--- config.mk ---
export PLATFORM = sky130hd
export DESIGN_NAME = adc_conditioner_flat
export DESIGN_NICKNAME = d
export VERILOG_FILES = /design/src/rtl/car_sim_pkg.sv /design/src/rtl/adc_conditioner_if.sv /design/src/rtl/adc_conditioner_moving_avg.sv /design/src/rtl/adc_conditioner.sv /design/src/flat_wrapper.sv
export SDC_FILE = /design/constraint.sdc
export NUM_CORES = 1
export LEC_CHECK = 0
export ABC_AREA = 1
export CORE_MARGIN = 1
export CORE_UTILIZATION = 60
export CTS_CLUSTER_SIZE = 28
export DETAILED_ROUTE_END_ITERATION = 10
export PLACE_DENSITY = 0.85
export SETUP_SLACK_MARGIN = 0.1
export SYNTH_ARGS = -nofsm -noshare
export SYNTH_HDL_FRONTEND = slang
export SYNTH_SLANG_ARGS = --single-unit
--- constraint.sdc ---
create_clock -name clk -period 3.7 [get_ports clk]
set_clock_uncertainty 0.1 [all_clocks]
set_input_delay 0.37 -clock clk [delete_from_list [all_inputs] [get_ports clk]]
set_output_delay 0.37 -clock clk [all_outputs]
set_load 0.01 [all_outputs]
--- src/rtl/car_sim_pkg.sv ---
// Shared widths, default parameters and FSM encoding for the car-sim sensor path.
package car_sim_pkg;

    localparam int unsigned SAMPLE_W = 8;
    localparam int unsigned LEVEL_W  = 4;

    localparam int unsigned DEF_SAMPLE_DIV     = 50000;
    localparam int unsigned DEF_AVG_LOG2       = 3;
    localparam int unsigned DEF_ACCEL_DEADZONE = 16;
    localparam int unsigned DEF_DARK_ON        = 60;
    localparam int unsigned DEF_DARK_OFF       = 80;

    typedef enum logic [1:0] {
        S_IDLE    = 2'd0,
        S_CAPTURE = 2'd1,
        S_UPDATE  = 2'd2,
        S_OUTPUT  = 2'd3
    } state_t;

    // Upper nibble of the average, forced to zero inside the pedal dead zone.
    function automatic logic [LEVEL_W-1:0] quantise(input logic [SAMPLE_W-1:0] avg,
                                                    input logic [SAMPLE_W-1:0] deadzone);
        return (avg < deadzone) ? '0 : avg[SAMPLE_W-1 -: LEVEL_W];
    endfunction

endpackage

--- src/rtl/adc_conditioner_if.sv ---
// Raw ADC samples in, conditioned pedal/light values out.
interface adc_conditioner_if;
    import car_sim_pkg::*;

    logic [SAMPLE_W-1:0] adc_accel;
    logic [SAMPLE_W-1:0] adc_cds;
    logic [SAMPLE_W-1:0] accel_avg;
    logic [SAMPLE_W-1:0] cds_avg;
    logic [LEVEL_W-1:0]  throttle_level;
    logic                dark;
    logic                out_valid;

    modport master (
        output adc_accel, adc_cds,
        input  accel_avg, cds_avg, throttle_level, dark, out_valid
    );

    modport slave (
        input  adc_accel, adc_cds,
        output accel_avg, cds_avg, throttle_level, dark, out_valid
    );

endinterface

--- src/rtl/adc_conditioner_moving_avg.sv ---
// Boxcar filter state for one channel: circular sample buffer plus running sum.
module moving_avg
    import car_sim_pkg::*;
#(
    parameter int unsigned AVG_LOG2 = DEF_AVG_LOG2
) (
    input  logic                         clk,
    input  logic                         rst_n,
    input  logic                         en_i,
    input  logic [SAMPLE_W-1:0]          sample_i,
    output logic [SAMPLE_W+AVG_LOG2-1:0] sum_o
);

    localparam int unsigned DEPTH = 1 << AVG_LOG2;
    localparam int unsigned SW    = SAMPLE_W + AVG_LOG2;

    logic [SAMPLE_W-1:0] buf_q [DEPTH];
    logic [AVG_LOG2-1:0] ptr_q;
    logic [SW-1:0]       sum_q;
    logic [SW-1:0]       sum_d;

    // Modular arithmetic: the true result is non-negative, so a transient borrow cancels.
    always_comb sum_d = sum_q + SW'(sample_i) - SW'(buf_q[ptr_q]);

    always_ff @(posedge clk or negedge rst_n) begin
        if (!rst_n) begin
            for (int i = 0; i < int'(DEPTH); i++) buf_q[i] <= '0;
            ptr_q <= '0;
            sum_q <= '0;
        end else if (en_i) begin
            buf_q[ptr_q] <= sample_i;
            ptr_q        <= ptr_q + AVG_LOG2'(1);
            sum_q        <= sum_d;
        end
    end

    assign sum_o = sum_q;

endmodule

--- src/rtl/adc_conditioner.sv ---
// Samples both ADC channels at a fixed rate, averages them, and derives
// a throttle level and a hysteretic headlight request.
module adc_conditioner
    import car_sim_pkg::*;
#(
    parameter int unsigned SAMPLE_DIV     = DEF_SAMPLE_DIV,
    parameter int unsigned AVG_LOG2       = DEF_AVG_LOG2,
    parameter int unsigned ACCEL_DEADZONE = DEF_ACCEL_DEADZONE,
    parameter int unsigned DARK_ON        = DEF_DARK_ON,
    parameter int unsigned DARK_OFF       = DEF_DARK_OFF
) (
    input logic               clk,
    input logic               rst_n,
    adc_conditioner_if.slave  bus
);

    localparam int unsigned DEPTH = 1 << AVG_LOG2;
    localparam int unsigned CW    = $clog2(SAMPLE_DIV);
    localparam int unsigned FW    = AVG_LOG2 + 1;
    localparam int unsigned SW    = SAMPLE_W + AVG_LOG2;

    logic [CW-1:0]       div_q;
    logic [CW-1:0]       div_d;
    logic                tick_c;
    state_t              state_q;
    logic [FW-1:0]       fill_q;
    logic [SAMPLE_W-1:0] accel_cap_q;
    logic [SAMPLE_W-1:0] cds_cap_q;
    logic [SW-1:0]       accel_sum;
    logic [SW-1:0]       cds_sum;
    logic [SAMPLE_W-1:0] accel_avg_c;
    logic [SAMPLE_W-1:0] cds_avg_c;
    logic                update_c;
    logic [SAMPLE_W-1:0] accel_avg_q;
    logic [SAMPLE_W-1:0] cds_avg_q;
    logic [LEVEL_W-1:0]  throttle_q;
    logic                dark_q;
    logic                out_valid_q;

    // Sample-rate divider
    always_comb begin
        tick_c = (div_q == CW'(SAMPLE_DIV - 1));
        div_d  = tick_c ? '0 : div_q + CW'(1);
    end

    always_ff @(posedge clk or negedge rst_n) begin
        if (!rst_n) div_q <= '0;
        else        div_q <= div_d;
    end

    assign update_c    = (state_q == S_UPDATE);
    assign accel_avg_c = SAMPLE_W'(accel_sum >> AVG_LOG2);
    assign cds_avg_c   = SAMPLE_W'(cds_sum >> AVG_LOG2);

    moving_avg #(.AVG_LOG2(AVG_LOG2)) u_accel_avg (
        .clk      (clk),
        .rst_n    (rst_n),
        .en_i     (update_c),
        .sample_i (accel_cap_q),
        .sum_o    (accel_sum)
    );

    moving_avg #(.AVG_LOG2(AVG_LOG2)) u_cds_avg (
        .clk      (clk),
        .rst_n    (rst_n),
        .en_i     (update_c),
        .sample_i (cds_cap_q),
        .sum_o    (cds_sum)
    );

    // Capture -> filter update -> publish; outputs stay frozen until the buffer has filled once.
    always_ff @(posedge clk or negedge rst_n) begin
        if (!rst_n) begin
            state_q     <= S_IDLE;
            fill_q      <= '0;
            accel_cap_q <= '0;
            cds_cap_q   <= '0;
            accel_avg_q <= '0;
            cds_avg_q   <= '0;
            throttle_q  <= '0;
            dark_q      <= 1'b0;
            out_valid_q <= 1'b0;
        end else begin
            out_valid_q <= 1'b0;
            unique case (state_q)
                S_IDLE: begin
                    if (tick_c) state_q <= S_CAPTURE;
                end
                S_CAPTURE: begin
                    accel_cap_q <= bus.adc_accel;
                    cds_cap_q   <= bus.adc_cds;
                    if (fill_q != FW'(DEPTH)) fill_q <= fill_q + FW'(1);
                    state_q <= S_UPDATE;
                end
                S_UPDATE: begin
                    state_q <= S_OUTPUT;
                end
                S_OUTPUT: begin
                    if (fill_q == FW'(DEPTH)) begin
                        accel_avg_q <= accel_avg_c;
                        cds_avg_q   <= cds_avg_c;
                        throttle_q  <= quantise(accel_avg_c, SAMPLE_W'(ACCEL_DEADZONE));
                        if (cds_avg_c < SAMPLE_W'(DARK_ON))       dark_q <= 1'b1;
                        else if (cds_avg_c > SAMPLE_W'(DARK_OFF)) dark_q <= 1'b0;
                        out_valid_q <= 1'b1;
                    end
                    state_q <= S_IDLE;
                end
                default: state_q <= S_IDLE;
            endcase
        end
    end

    assign bus.accel_avg      = accel_avg_q;
    assign bus.cds_avg        = cds_avg_q;
    assign bus.throttle_level = throttle_q;
    assign bus.dark           = dark_q;
    assign bus.out_valid      = out_valid_q;

endmodule

--- src/flat_wrapper.sv ---
// flat-port wrapper written by rule: the top's interface ports become plain ports
module adc_conditioner_flat import car_sim_pkg::*;
#(
    parameter int unsigned SAMPLE_DIV     = DEF_SAMPLE_DIV,
    parameter int unsigned AVG_LOG2       = DEF_AVG_LOG2,
    parameter int unsigned ACCEL_DEADZONE = DEF_ACCEL_DEADZONE,
    parameter int unsigned DARK_ON        = DEF_DARK_ON,
    parameter int unsigned DARK_OFF       = DEF_DARK_OFF
)
  (clk, rst_n, bus_adc_accel, bus_adc_cds, bus_accel_avg, bus_cds_avg, bus_throttle_level, bus_dark, bus_out_valid);
  adc_conditioner_if bus_i ();
  input logic clk;
  input logic rst_n;
  input wire logic [$bits(bus_i.adc_accel)-1:0] bus_adc_accel;
  input wire logic [$bits(bus_i.adc_cds)-1:0] bus_adc_cds;
  output wire logic [$bits(bus_i.accel_avg)-1:0] bus_accel_avg;
  output wire logic [$bits(bus_i.cds_avg)-1:0] bus_cds_avg;
  output wire logic [$bits(bus_i.throttle_level)-1:0] bus_throttle_level;
  output wire logic [$bits(bus_i.dark)-1:0] bus_dark;
  output wire logic [$bits(bus_i.out_valid)-1:0] bus_out_valid;
  assign bus_i.adc_accel = bus_adc_accel;
  assign bus_i.adc_cds = bus_adc_cds;
  assign bus_accel_avg = bus_i.accel_avg;
  assign bus_cds_avg = bus_i.cds_avg;
  assign bus_throttle_level = bus_i.throttle_level;
  assign bus_dark = bus_i.dark;
  assign bus_out_valid = bus_i.out_valid;
  adc_conditioner #(.SAMPLE_DIV(SAMPLE_DIV), .AVG_LOG2(AVG_LOG2), .ACCEL_DEADZONE(ACCEL_DEADZONE), .DARK_ON(DARK_ON), .DARK_OFF(DARK_OFF)) u_core (.clk(clk), .rst_n(rst_n), .bus(bus_i));
endmodule
==> flow_summary_export.csv, run 1 <==
group,metric,value,unit
synthesis,synthArstFlopShare,100,%
sta,hold_viol,0,
outcome,status,"finished, final reports clean",
sta,setup_viol,0,
synthesis,avgSynthCellArea,8.47,um2
grt,grt_max_degree,105,
synthesis,synth_compound_area_share,15.5,%
synthesis,synth_fa_ha_area_share,7.02,%
floorplan,dieHeight,136,um
detailed_routing,dr_wl_met3,1940,um
synthesis,synth.area.mux_share,0,%
sta,rsz0062_at_grt,"no",
grt,grt_pass1_wl,42000,um
critical_path,max_stage_delay,470,ps
placement,hpwl,16600,um
floorplan,die_w,136,um
final_layout,layout-drive-gt1-share,4.97,%
synthesis,yosys.area_share.simple,19.0,%
detailed_routing,detail_route.first_pass.iterations,5,
sta,slew_headroom,47.1,%
synthesis,synth_cells,1275,
synthesis,synth_top_family_by_area,"simple AND/OR/NAND/NOR gates",
synthesis,synth_xor_area_share,1.14,%
power,ir_worst_vdd,0.377,mV
detailed_routing,drt_wl_total,25400,um
detailed_routing,viasPerCell,5.73,
detailed_routing,ant_nets,0,
clock_tree,clockBufferDepth,3,
sta,finalSetupTns,0,ps
critical_path,end_kind,"flop",
synthesis,synth_nets,1344,
clock_tree,cts_buffers,23,
floorplan,core_region_area,17400,um2
detailed_routing,highest_layer,"met4",
final_layout,utilization,69.5,%
job,maxCapViolations,0,
placement,placed_cells,1511,
floorplan,boundaryPins,40,
synthesis,synth_cell_type_count,32,
floorplan,dieArea,18500,um2
clock_tree,cts_tree,"yes",
final_layout,multi_input_area,4600,um2
grt,grt_pass1_vias,8537,
critical_path,setup.worst_path.class,"flop to flop",
detailed_routing,vias,8890,
power,p_leak,0.00598,uW
sta,holdWs,316,ps
critical_path,cp_data_arrival_time,3620,ps
sta,finalCriticalPeriod,3310,ps
final_layout,instances_no_fill,1552,
sta,timing.fmax,302,MHz
synthesis,synth_edf_count,0,
clock_tree,root_buffer,"clkbuf_16",
sta,drv_slew,0,
detailed_routing,wl_per_cell,16.4,um
clock_tree,cts.clk_slew.worst_paths,60,ps
final_layout,ff_latch_area,5410,um2
sta,worst_slew_pin_slew,793,ps
synthesis,synth_top_cell_by_area,"dfrtp_1",
synthesis,netlist_top_cells_area,"dfrtp_1 50%, nand2_1 12%, o21ai_0 9.9%",
critical_path,crit_path_top_delay_cell,"fa_1",
detailed_routing,drt_iter0_drc,860,
placement,routabilityCongestion,0.919,
placement,portBuffers,39,
final_layout,final_common_cell,"nand2_1",
detailed_routing,wl_met2,11500,um
final_layout,fillCellCount,1323,
synthesis,synth.cell_area,10800,um2
clock_tree,htreeDepth,1,
final_layout,area_growth,12.2,%
floorplan,row_count,48,
clock_tree,postCtsSetupBuffers,0,
sta,min_period_over_period,89.6,%
critical_path,path_cells,"inv_1 > nor2_1 > buf_4 > o21ai_0 > o2111ai_1 > fa_1 > inv_1 > ha_1 > a21oi_1 > nor2_1 > nor2_1 > nand3b_1 > nand3_1 > nand2_1",
detailed_routing,drc,0,
final_layout,antennaDiodeCount,0,
synthesis,ys_seq_elements,216,
final_layout,finalNetCount,1381,
grt,gr-total-overflow,0,
synthesis,netlist.area_leader.share,50.1,%
clock_tree,clock_sinks,216,
synthesis,ys_seq_area_share,50.1,%
critical_path,required,4010,ps
synthesis,ys_warn_count,0,
critical_path,cpMostUsedCell,"nor2_1",
detailed_routing,wl_met1,11200,um
critical_path,critPathMaxFanout,7,
worst_hold_path,worst_hold_path_type,"primary input to flop",
grt,grt_use_total,29.0,%
grt,antenna_found_initial,0,
floorplan,start_util,62.0,%
power,power.density,386,nW/um2
synthesis,ys.flop_type,"dfrtp_1",
final_layout,layout_common_cells,"359 x nand2_1, 216 x dfrtp_1, 214 x o21ai_0",
clock_tree,clock_latency,510,ps
critical_path,start_kind,"flop",
-- power breakdown --
part           internal [uW]  leakage, uW  total (uW)  switching, uW
clock                   1310     0.000347        2250            938
sequential              2360      0.00292        2360              0
combinational           19.5      0.00272        67.3           47.7
-- sequential cells by signal (all words and copies together) (netlist names), 2 cells and up --
signal and cells:
u_core.bus.throttle_level 4, u_core.u_cds_avg.buf_q 64, u_core.u_cds_avg.sum_o 11, u_core.bus.cds_avg 8
u_core.u_accel_avg.buf_q 64, u_core.u_accel_avg.ptr_q 3, u_core.u_accel_avg.sum_o 11, u_core.div_q 16
u_core.bus.accel_avg 8, u_core.u_cds_avg.ptr_q 3, u_core.state_q 2, u_core.cds_cap_q 8
u_core.fill_q 4, u_core.accel_cap_q 8
-- routing by layer --
metal  vias up  GRT usage, %
met5         -             0
met4         0          10.6
met3        62          4.77
met2       350          45.5
met1      4257          40.6
li1       4221             -
-- final timing paths --
path / startpoint / to / slack, ps / cells after the start
min reg2reg: u_core.bus.accel_avg[6] / u_core.bus.accel_avg[6] / 380 / 2
max reg2reg: u_core.u_accel_avg.ptr_q[1] / u_core.u_accel_avg.sum_o[7] / 390 / 14
min in group asynchronous: rst_n / u_core.u_cds_avg.buf_q[32] / 390 / 2
min: bus_adc_accel[5] / u_core.accel_cap_q[5] / 320 / 3
max: u_core.u_accel_avg.ptr_q[1] / u_core.u_accel_avg.sum_o[7] / 390 / 14
max in group asynchronous: rst_n / u_core.u_cds_avg.buf_q[57] / 2120 / 3
-- repair_timing --
action | in CTS | in global routing
endpoints found under the hold margin | 102 | 0
hold buffers | 1 | 0
gates resized for setup | 0 | 0
-- cell usage after synthesis (11+ instances only) --
library cell and number:
nand2_1 359, nand3_1 37, a21oi_1 16, inv_1 135
ha_1 35, dfrtp_1 216, clkbuf_1 18, buf_2 16
nor2_1 80, o21ai_0 214, nand4_1 11, o2111ai_1 13
o21a_1 28, fa_1 16
-- cell families (layout without fill, tap and decap cells) --
family          count (synthesis)  in the layout
compound gates                301            301
simple gates                  506            506
xor+xnor                       14             14
fa+ha+maj                      51             51
buf+inv                       187            239
flops                         216            216
-- stage by stage --
| step | setup slack (ps) | cell area (um2) | power, uW |
|---|---|---|---|
| after global routing | 206 | 12100 | 4800 |
| after detailed placement | 554 | 11400 | 2470 |
| after global placement | 659 | 11400 | 2470 |
| after floorplan | 874 | 10800 | 2410 |
| final | 385 | 12100 | 4680 |
| after CTS | 469 | 12100 | 4700 |
-- critical path: cells and delay by family (launching register included) --
family	cells	cell delay, ps
AOI/OAI and AO/OA	3	670
buffers and inverters	3	390
adders and majority gates	2	740
DFF	1	430
and+or+nand+nor	6	880
-- layout make-up --
type	count	area share, %
clock inverter	10	0.951
sequential	216	44.6
multi-input combinational	872	38.0
timing repair buffer	58	4.67
inverter	141	4.37
clock buffer	30	5.05
tap	225	2.33
(Power assumes the default switching activity.)
==> run 2: changes to the inputs <==
--- a/config.mk
+++ b/config.mk
@@ -6,11 +6,13 @@
 export NUM_CORES = 1
 export LEC_CHECK = 0
 export ABC_AREA = 1
+export CELL_PAD_IN_SITES_DETAIL_PLACEMENT = 2
+export CELL_PAD_IN_SITES_GLOBAL_PLACEMENT = 2
 export CORE_MARGIN = 1
-export CORE_UTILIZATION = 60
-export CTS_CLUSTER_SIZE = 28
+export CORE_UTILIZATION = 38
+export CTS_CLUSTER_SIZE = 24
 export DETAILED_ROUTE_END_ITERATION = 10
-export PLACE_DENSITY = 0.85
+export PLACE_DENSITY = 0.86
 export SETUP_SLACK_MARGIN = 0.1
 export SYNTH_ARGS = -nofsm -noshare
 export SYNTH_HDL_FRONTEND = slang
==> flow_summary_export.csv, run 2 (synthesis results as in run 1) <==
group,metric,value,unit
detailed_routing,drc,0,
floorplan,start_util,38.7,%
clock_tree,htreeDepth,1,
clock_tree,root_buffer,"clkbuf_16",
placement,hpwl,24300,um
critical_path,critPathMaxFanout,7,
sta,timing.fmax,294,MHz
sta,setup_viol,0,
sta,min_period_over_period,91.8,%
power,ir_worst_vdd,0.295,mV
critical_path,end_kind,"flop",
detailed_routing,vias,9316,
final_layout,utilization,44.7,%
sta,finalSetupTns,0,ps
sta,worst_slew_pin_slew,766,ps
floorplan,row_count,61,
critical_path,setup.worst_path.class,"flop to flop",
detailed_routing,wl_per_cell,21.8,um
job,maxCapViolations,0,
detailed_routing,detail_route.first_pass.iterations,5,
grt,grt_pass1_vias,10539,
floorplan,dieArea,29100,um2
clock_tree,cts_resized,0,
floorplan,boundaryPins,40,
critical_path,required,4030,ps
clock_tree,cts_buffers,26,
final_layout,top_regs,"u_core.u_accel_avg.buf_q x64, u_core.u_cds_avg.buf_q x64, u_core.div_q x16",
critical_path,cp_data_arrival_time,3730,ps
clock_tree,clockBufferDepth,3,
sta,rsz0062_at_grt,"yes",
sta,slew_headroom,48.9,%
final_layout,antennaDiodeCount,0,
placement,routabilityCongestion,0.820,
final_layout,layout-drive-gt1-share,5.83,%
outcome,status,"finished, final reports clean",
final_layout,area_growth,15.5,%
detailed_routing,drt_wl_total,37500,um
floorplan,die_w,171,um
grt,grt_max_degree,97,
grt,grt_use_total,26.7,%
final_layout,finalNetCount,1387,
critical_path,start_kind,"flop",
final_layout,fillCellCount,3078,
final_layout,layout_common_cells,"359 x nand2_1, 216 x dfrtp_1, 214 x o21ai_0",
floorplan,core_region_area,27900,um2
grt,gr-total-overflow,0,
clock_tree,cts.clk_slew.worst_paths,60,ps
grt,grt_pass1_wl,59700,um
sta,hold_viol,0,
power,p_leak,0.00609,uW
power,power.density,410,nW/um2
detailed_routing,viasPerCell,5.43,
sta,finalCriticalPeriod,3400,ps
worst_hold_path,worst_hold_path_type,"primary input to flop",
clock_tree,clock_latency,570,ps
detailed_routing,drt_iter0_drc,592,
grt,antenna_found_initial,0,
placement,portBuffers,39,
detailed_routing,ant_nets,0,
floorplan,dieHeight,171,um
sta,holdWs,307,ps
clock_tree,clock_sinks,216,
clock_tree,cts_tree,"yes",
final_layout,final_common_cell,"nand2_1",
sta,drv_slew,0,
-- run 2: changes by cell type in the layout (fill, tap and decap cells not counted) --
cell	before	now
clkinv_8	0	1
clkbuf_1	6	5
clkbuf_16	23	26
clkinv_2	3	6
buf_4	16	20
buf_12	2	1
clkinvlp_4	3	1
inv_6	1	0
clkinv_4	1	0
clkbuf_8	1	7
-- run 2: metal layers --
| layer | routed length (um) | up-vias | GRT usage [%] |
|---|---|---|---|
| met5 | 0 | - | 0 |
| met1 | 16300 | 4857 | 34.2 |
| li1 | - | 4204 | - |
| met2 | 18600 | 194 | 46.4 |
| met3 | 1590 | 61 | 3.96 |
| met4 | 959 | 0 | 8.15 |
-- run 2: critical path, cell delays in order, from the launching register on --
cell and delay [ps]:
dfrtp_1 450, nor2_1 380, buf_4 270, nand2_1 70, o211ai_1 100, a211oi_1 70
nor2_1 250, fa_1 460, inv_1 70, ha_1 220, nand2_1 120, nor2_1 220
nand3_1 190, nand3_1 130, nand2_1 50, nand3_1 60, nand2_1 60
-- run 2: timing repair --
item                       4_1_cts  5_1_grt
setup endpoints to repair        0        1
hold buffers                     1        0
hold endpoints to repair        92        0
setup buffers                    0        0
-- run 2: per-stage QoR --
step,area [um2],power (uW),worst slack [ps],cells
CTS,12500,5160,304,1716
finish,12500,5110,302,1716
detailed placement,11600,2480,364,1667
global route,12500,5240,98.3,1716
global placement,11600,2480,456,1667
floorplan,10800,2410,874,1275
-- run 2: power breakdown --
part / internal, uW / switching (uW)
combinational: 21.0 / 51.7
clock: 1570 / 1100
sequential: 2360 / 0
total: 3960 / 1150
-- run 2: path summary, 6_finish.rpt --
kind / start / end / slack, ps / depth (start not counted)
hold / removal: bus_adc_cds[3] / u_core.cds_cap_q[3] / 310 / 3
max in group asynchronous: rst_n / u_core.u_accel_avg.buf_q[28] / 2240 / 3
setup / recovery: u_core.u_accel_avg.ptr_q[2] / u_core.u_accel_avg.sum_o[9] / 300 / 16
min in group asynchronous: rst_n / u_core.u_cds_avg.buf_q[5] / 340 / 2
hold reg to reg: u_core.div_q[0] / u_core.div_q[0] / 370 / 1
setup reg to reg: u_core.u_accel_avg.ptr_q[2] / u_core.u_accel_avg.sum_o[9] / 300 / 16
-- run 2: area by class of cell --
class                   count  area (um2)  share of cell area [%]
clock buffers              38         766                    6.14
clock inverters            10         114                   0.914
inverters                 141         529                    4.25
multi-input cells         872        4600                    36.9
flip-flops and latches    216        5410                    43.4
well taps                 378         473                    3.80
repair buffers             61         576                    4.62
